## config.mk

```make
export PLATFORM = sky130hd
export DESIGN_NAME = lsu_dcache_responder
export DESIGN_NICKNAME = d
export VERILOG_FILES = /design/src/rtl/lsu_dcache_responder.sv
export SDC_FILE = /design/constraint.sdc
export NUM_CORES = 1
export LEC_CHECK = 0
export CORE_MARGIN = 5
export CORE_UTILIZATION = 48
export DETAILED_ROUTE_END_ITERATION = 12
export GPL_TIMING_DRIVEN = 0
export PLACE_DENSITY_LB_ADDON = 0.1
export SLEW_MARGIN = 5
export SYNTH_ARGS = -nofsm -noshare
export SYNTH_HDL_FRONTEND = slang
export SYNTH_SLANG_ARGS = --single-unit
```

## constraint.sdc

```tcl
create_clock -name clk -period 14.53 [get_ports clk]
set_clock_uncertainty 0.05 [all_clocks]
set_input_delay 1.453 -clock clk [delete_from_list [all_inputs] [get_ports clk]]
set_output_delay 1.453 -clock clk [all_outputs]
set_load 0.05 [all_outputs]
```

## src/rtl/lsu_dcache_responder.sv

```systemverilog
// Memory-side responder for the LSU/DCache handshake: one request at a time,
// alignment check, single-word req/gnt/rvalid access, extracted load response.
module lsu_dcache_responder #(
  parameter int         WID_W     = 6,
  parameter logic [5:0] ALE_ECODE = 6'h09
) (
  input  logic             clk,
  input  logic             rst,
  input  logic             flush,
  input  logic             req_valid_i,
  output logic             req_ready_o,
  input  logic [31:0]      req_vaddr_i,
  input  logic [31:0]      req_wdata_i,
  input  logic [3:0]       req_strb_i,
  input  logic [3:0]       req_rmask_i,
  input  logic [1:0]       req_msize_i,
  input  logic             req_msigned_i,
  input  logic [WID_W-1:0] req_wid_i,
  output logic             mem_req_o,
  input  logic             mem_gnt_i,
  output logic             mem_we_o,
  output logic [31:0]      mem_addr_o,
  output logic [3:0]       mem_be_o,
  output logic [31:0]      mem_wdata_o,
  input  logic             mem_rvalid_i,
  input  logic [31:0]      mem_rdata_i,
  output logic             resp_valid_o,
  input  logic             resp_ready_i,
  output logic [31:0]      resp_rdata_o,
  output logic [3:0]       resp_strb_o,
  output logic [WID_W-1:0] resp_wid_o,
  output logic             resp_exc_o,
  output logic [5:0]       resp_ecode_o,
  output logic [31:0]      resp_badv_o
);

  typedef enum logic [2:0] {
    IDLE     = 3'd0,
    MEM_REQ  = 3'd1,
    MEM_WAIT = 3'd2,
    RESP     = 3'd3,
    DRAIN    = 3'd4
  } state_t;

  function automatic logic [31:0] extract_load(input logic [31:0] rdata, input logic [1:0] off,
                                               input logic [1:0] msize, input logic msigned);
    logic [31:0] sh;
    sh = rdata >> {off, 3'b000};
    case (msize)
      2'd0:    extract_load = {{24{msigned & sh[7]}}, sh[7:0]};
      2'd1:    extract_load = {{16{msigned & sh[15]}}, sh[15:0]};
      default: extract_load = rdata;
    endcase
  endfunction

  state_t             state_r, state_s;
  logic               ready_s, req_fire_s, misaligned_s;
  logic [1:0]         off_r, msize_r;
  logic               msigned_r, store_r;
  logic [3:0]         strb_r;
  logic [WID_W-1:0]   wid_r;

  logic               mem_req_r, mem_we_r;
  logic [31:0]        mem_addr_r, mem_wdata_r;
  logic [3:0]         mem_be_r;
  logic               resp_valid_r, resp_exc_r;
  logic [31:0]        resp_rdata_r, resp_badv_r;
  logic [3:0]         resp_strb_r;
  logic [WID_W-1:0]   resp_wid_r;
  logic [5:0]         resp_ecode_r;

  // A flush masks acceptance so nothing new enters while the pipe is being cleared.
  assign ready_s      = ~flush & ((state_r == IDLE) | ((state_r == RESP) & resp_ready_i));
  assign req_fire_s   = req_valid_i & ready_s;
  assign misaligned_s = ((req_msize_i == 2'd1) & req_vaddr_i[0]) |
                        (req_msize_i[1] & (req_vaddr_i[1:0] != 2'b00));
  assign req_ready_o  = ready_s;

  // Next-state decode.
  always_comb begin
    state_s = state_r;
    case (state_r)
      IDLE: begin
        if (req_fire_s) state_s = misaligned_s ? RESP : MEM_REQ;
        else            state_s = IDLE;
      end
      MEM_REQ: begin
        if (flush)          state_s = mem_gnt_i ? DRAIN : IDLE;
        else if (mem_gnt_i) state_s = MEM_WAIT;
        else                state_s = MEM_REQ;
      end
      MEM_WAIT: begin
        // A completion arriving together with the flush is the one DRAIN would absorb.
        if (flush)             state_s = mem_rvalid_i ? IDLE : DRAIN;
        else if (mem_rvalid_i) state_s = RESP;
        else                   state_s = MEM_WAIT;
      end
      RESP: begin
        if (flush)             state_s = IDLE;
        else if (req_fire_s)   state_s = misaligned_s ? RESP : MEM_REQ;
        else if (resp_ready_i) state_s = IDLE;
        else                   state_s = RESP;
      end
      DRAIN: begin
        if (mem_rvalid_i) state_s = IDLE;
        else              state_s = DRAIN;
      end
      default: state_s = IDLE;
    endcase
  end

  // State register and latched request attributes.
  always_ff @(posedge clk or posedge rst) begin
    if (rst) begin
      state_r   <= IDLE;
      off_r     <= 2'b00;
      msize_r   <= 2'b00;
      msigned_r <= 1'b0;
      store_r   <= 1'b0;
      strb_r    <= 4'h0;
      wid_r     <= {WID_W{1'b0}};
    end else begin
      state_r <= state_s;
      if (req_fire_s) begin
        off_r     <= req_vaddr_i[1:0];
        msize_r   <= req_msize_i;
        msigned_r <= req_msigned_i;
        store_r   <= |req_strb_i;
        strb_r    <= req_strb_i;
        wid_r     <= req_wid_i;
      end
    end
  end

  // Registered memory command and response outputs.
  always_ff @(posedge clk or posedge rst) begin
    if (rst) begin
      mem_req_r    <= 1'b0;
      mem_we_r     <= 1'b0;
      mem_addr_r   <= 32'h0;
      mem_be_r     <= 4'h0;
      mem_wdata_r  <= 32'h0;
      resp_valid_r <= 1'b0;
      resp_rdata_r <= 32'h0;
      resp_strb_r  <= 4'h0;
      resp_wid_r   <= {WID_W{1'b0}};
      resp_exc_r   <= 1'b0;
      resp_ecode_r <= 6'h00;
      resp_badv_r  <= 32'h0;
    end else begin
      mem_req_r    <= (state_s == MEM_REQ);
      resp_valid_r <= (state_s == RESP);
      if (req_fire_s & ~misaligned_s) begin
        mem_we_r    <= |req_strb_i;
        mem_addr_r  <= {req_vaddr_i[31:2], 2'b00};
        mem_be_r    <= (|req_strb_i) ? req_strb_i : req_rmask_i;
        mem_wdata_r <= req_wdata_i;
      end
      if (req_fire_s & misaligned_s) begin
        resp_rdata_r <= 32'h0;
        resp_strb_r  <= req_strb_i;
        resp_wid_r   <= req_wid_i;
        resp_exc_r   <= 1'b1;
        resp_ecode_r <= ALE_ECODE;
        resp_badv_r  <= req_vaddr_i;
      end else if ((state_r == MEM_WAIT) & mem_rvalid_i & ~flush) begin
        resp_rdata_r <= store_r ? 32'h0 : extract_load(mem_rdata_i, off_r, msize_r, msigned_r);
        resp_strb_r  <= strb_r;
        resp_wid_r   <= wid_r;
        resp_exc_r   <= 1'b0;
        resp_ecode_r <= 6'h00;
        resp_badv_r  <= 32'h0;
      end
    end
  end

  assign mem_req_o    = mem_req_r;
  assign mem_we_o     = mem_we_r;
  assign mem_addr_o   = mem_addr_r;
  assign mem_be_o     = mem_be_r;
  assign mem_wdata_o  = mem_wdata_r;
  assign resp_valid_o = resp_valid_r;
  assign resp_rdata_o = resp_rdata_r;
  assign resp_strb_o  = resp_strb_r;
  assign resp_wid_o   = resp_wid_r;
  assign resp_exc_o   = resp_exc_r;
  assign resp_ecode_o = resp_ecode_r;
  assign resp_badv_o  = resp_badv_r;

endmodule

```

---- Word level (Yosys, flattened, before mapping) ----
Cells that the tools add are included.
word-level totals
  bits in registers ....................... 169
  bits in latches ......................... 0
  bits in writable memories ............... 0
  bits in read-only memories .............. 0
  bits of input ports ..................... 120
  output and inout bits ................... 153
  logic and storage cells ................. 75
  memories ................................ 0
cells by class
  $add $sub $neg .......................... 0
  multipliers ............................. 0
  divide/modulo/power cells ............... 0
  magnitude comparators ................... 0
  equal/unequal tests ..................... 8
  shift operators ......................... 1
  muxes and demuxes ....................... 27
  bitwise gates (word level) .............. 15
  reductions and logical operators ........ 5
operator list
  operator                                       count
  two-way mux 32 bit                             5
  case mux 32 bit (2 select lines)               1
  >> shifter 32 x 5 -> 16 bit                    1
  two-way mux 6 bit                              4
  case mux 3 bit (5 select lines)                1
  two-way mux 2 bit                              6
  two-way mux 3 bit                              4
  two-way mux 4 bit                              3
  AND 1 bit                                      11
  == test 3 x 2 -> 1 bit, second input constant  3
  == test 3 x 1 -> 1 bit, second input constant  2
  == test 2 x 1 -> 1 bit, second input constant  2
  nonzero test 2 bit                             2
  OR reduction 4 bit                             1
  == test 3 bit, second input constant           1
  zero test 3 bit                                1
  two-way mux 1 bit                              3
  zero test 2 bit                                1
  NOT 1 bit                                      2
  OR 1 bit                                       2

---- Longest topological paths before layout ----
  word-level depth ........................ 9
  depth in mapped cells ................... 8
  depth with buffers taken out ............ 4

---- Worst setup path after synthesis ----
No wires, ideal clock.
  path type ............................... input to output
  start point ............................. input port flush
  end point ............................... output port req_ready_o
  data arrival time ....................... 2483 ps
  data required time ...................... 13027 ps
  setup slack ............................. 10544 ps
  cell stages on the path ................. 2
  path buffers ............................ 0
  path through ............................ or2_4 -> a21oi_1
between the ends
  word-level cells in the longest chain between the ends .. 2
RTL lines
  what             RTL line  text
  start, declared  9         input logic flush,
  NOT 1 bit        73        assign ready_s = ~flush & ((state_r == IDLE) | ((state_r == RESP) & resp_ready_i));
  AND 1 bit        73
  end, declared    11        output logic req_ready_o,
Every way passes these cells.

---- Worst setup path after layout ----
Same ends and word-level chain as after synthesis.

==> impl_metrics.env <==
export IMPL_synth_warnings=0
export IMPL_grt_total_usage_pct=25.24
export IMPL_tightest_slew_ns=0.7794
export IMPL_syn_to_final_growth_pct=50.06
export IMPL_synth_commonest_cells="163 x dfrtp_1, 54 x mux2_2, 43 x o21ai_0, 34 x a22o_1, 31 x a21oi_1"
export IMPL_gr_total_overflow=0
export IMPL_cts_tree="yes"
export IMPL_swShare_pct=46.67
export IMPL_leakagePower_nw=4.567
export IMPL_p_per_area_nw_per_um2=271.1
export IMPL_num_vias=5632
export IMPL_cp_data_required_time_ns=13.03
export IMPL_clock_fmax_mhz=210.9
export IMPL_syn_mean_instance_area_sq_um=13.36
export IMPL_start_kind="input port"
export IMPL_syn_cell_area_sq_um=7123
export IMPL_wl_per_cell_um=21.48
export IMPL_hp_class="reg2reg"
export IMPL_core_area_sq_um=14530
export IMPL_drtPass1Iterations=5
export IMPL_drt_total_wl_mm=21.93
export IMPL_fin_crit_sh_pct=32.63
export IMPL_nets=944
export IMPL_postCtsSetupBuffers=0
export IMPL_arrival_ns=3.24
export IMPL_wl_met2_mm=11.41
export IMPL_dp_hpwl_mm=16.46
export IMPL_endpoint_kind="output pin"
export IMPL_synthCells=533
export IMPL_synth_most_common_cell="dfrtp_1"
export IMPL_clk_path_buf_depth=2
export IMPL_grt_pass1_wl_mm=35.14
export IMPL_cts_max_level=4
export IMPL_ir_drop_v=0.0001878
export IMPL_design_die_area_sq_um=17380
export IMPL_path_clk_slew_ns=0.06
export IMPL_cap_violations=0
export IMPL_clock_sinks=163
export IMPL_grt_max_degree=110
export IMPL_critPathKind="in2out"
export IMPL_place_congestion=0.8406
export IMPL_die_height_um=131.8
export IMPL_grt_pass1_vias=6423
export IMPL_ys_ff_latch=163
export IMPL_net_switching_power_mw=1.352
export IMPL_yosys_top_cells_area="dfrtp_1 57%, mux2_2 8.5%, mux2_4 5.3%"
export IMPL_yosysSeqAreaShare_pct=57.26
export IMPL_num_antenna_cells=0
export IMPL_portBuffers=266
export IMPL_tns_ns=0
export IMPL_timing_hold_ws_ns=0.4415
export IMPL_ys_async_sr_fraction_pct=100.0
export IMPL_path_max_fanout=4
export IMPL_hold_buffers=0
export IMPL_wl_met3_mm=1.780
export IMPL_slew_viol_final=0
export IMPL_clk_latency_ns=0.42
export IMPL_power_frac_clock_pct=16.3
export IMPL_cts_buffers=17
export IMPL_root_buffer="clkbuf_16"
export IMPL_rows=44
export IMPL_yosysTopAreaCellShare_pct=57.26
export IMPL_status="finished clean"
export IMPL_p_int_mw=1.545
export IMPL_finalSetupViolCount=0
export IMPL_slew_limit_headroom_pct=47.56
export IMPL_p_comb_share_pct=56.2
export IMPL_cts_resized=0
export IMPL_ys_flop_type="dfrtp_1"
export IMPL_synth_edf_count=0
export IMPL_topRoutingLayerUsed="met4"
export IMPL_remaining_drc_errors=0
export IMPL_antenna_found_initial=0
export IMPL_pwr_share_seq_pct=27.5
export IMPL_num_fill_cells=1051
export IMPL_synth_cell_types=51
export IMPL_wl_met1_mm=8.107
export IMPL_postLayoutCoreUtil_pct=73.55
export IMPL_fp_dieW_um=131.8
export IMPL_period_needed_ns=4.741
export IMPL_boundaryPins=273
export IMPL_synth_top_cell_by_area="dfrtp_1"
export IMPL_start_util_pct=49.01
export IMPL_hold_violations=0
export IMPL_ant_nets=0
export IMPL_rsz0062_at_grt="no"
export IMPL_drt_iter0_markers=353
export IMPL_viasPerCell=5.516
export IMPL_drive_gt1_share_pct=19.83
## cell usage in the layout, fill, tap and decap left out, types with 3 or more instances in the layout
master,instances
a21oi_1,31
a22o_1,34
a32oi_1,16
buf_2,11
buf_4,10
buf_6,7
bufinv_16,3
clkbuf_1,17
clkbuf_16,17
clkbuf_8,3
clkdlybuf4s50_1,266
clkinvlp_4,3
conb_1,6
dfrtp_1,163
inv_1,3
mux2_2,54
mux2_4,25
mux2i_1,20
nand2_1,22
nand2b_1,8
nand3b_1,4
nor2_1,4
o21ai_0,43
o22ai_1,3
o2bb2ai_1,12
o2bb2ai_2,10
or2_2,3
## layout make-up
| class | instances | area (sq um) | area share, % |
|---|---|---|---|
| buffer | 45 | 272.8 | 2.552 |
| multi-input combinational | 326 | 2775 | 25.96 |
| clock buffer | 21 | 470.5 | 4.401 |
| timing repair buffer | 267 | 2690 | 25.17 |
| sequential | 163 | 4079 | 38.16 |
| clock inverter | 11 | 148.9 | 1.393 |
| inverter | 4 | 22.52 | 0.2107 |
| tap | 184 | 230.2 | 2.154 |
## per-stage QoR
step | instance area [sq um] | cells | total power [mW] | worst slack [ns]
6_report | 10690 | 1021 | 2.897 | 9.789
5_1_grt | 10690 | 1021 | 3.022 | 9.769
4_1_cts | 10690 | 1021 | 2.914 | 9.797
3_5_place_dp | 10070 | 989 | 2.428 | 9.805
3_3_place_gp | 10030 | 988 | 2.392 | 6.653
2_1_floorplan | 7142 | 538 | 1.858 | 8.622
## power by group through the flow
stage	Sequential, mW	Clock (mW)	Combinational (mW)
global route	0.825	0.500	1.70
global placement	0.784	0	1.61
detailed placement	0.797	0	1.63
finish	0.798	0.472	1.63
CTS	0.798	0.477	1.64
floorplan	1.43	0	0.432
## metal layers
| layer | vias up | track usage [%] |
|---|---|---|
| met2 | 237 | 44.44 |
| met1 | 2810 | 28.40 |
| li1 | 2545 | - |
| met3 | 40 | 9.313 |
| met4 | 0 | 8.229 |
| met5 | - | 0 |
## final timing paths
path,from,to,slack [ns],depth (start not counted)
setup / recovery,flush,req_ready_o,9.79,4
hold / removal,resp_rdata_o[13]$_DFFE_PP0P_,resp_rdata_o[13]$_DFFE_PP0P_,0.44,1
setup reg to reg,off_r[1]$_DFFE_PP0P_,resp_rdata_o[17]$_DFFE_PP0P_,12.29,6
hold reg to reg,resp_rdata_o[13]$_DFFE_PP0P_,resp_rdata_o[13]$_DFFE_PP0P_,0.44,1
max in group asynchronous,rst,resp_rdata_o[23]$_DFFE_PP0P_,12.17,3
min in group asynchronous,rst,mem_wdata_o[20]$_DFFE_PP0P_,1.40,2
## state kept, by name (all words and copies together), names as in the netlist
register	flops
state_r	3
store_r	1
msize_r	2
msigned_r	1
mem_addr_o	30
resp_ecode_o	1
resp_valid_o	1
mem_wdata_o	32
mem_req_o	1
off_r	2
resp_rdata_o	32
resp_strb_o	4
strb_r	4
resp_badv_o	32
wid_r	6
resp_wid_o	6
mem_we_o	1
mem_be_o	4
## cell families after synthesis
kind of cell    count (synthesis)  share of synthesized area (%)
buf+inv                        49                          4.040
simple gates                   59                          5.006
xor+xnor                        1                         0.1230
other cells                     1                        0.05265
mux                            99                          16.62
compound gates                161                          16.90
flops                         163                          57.26
## critical path, stage by stage
cell and delay (ns):
clkdlybuf4s50_1 0.51, or2_4 0.31, a21oi_1 0.14, clkdlybuf4s50_1 0.82
No activity file was read; power rests on OpenSTA's default activity.
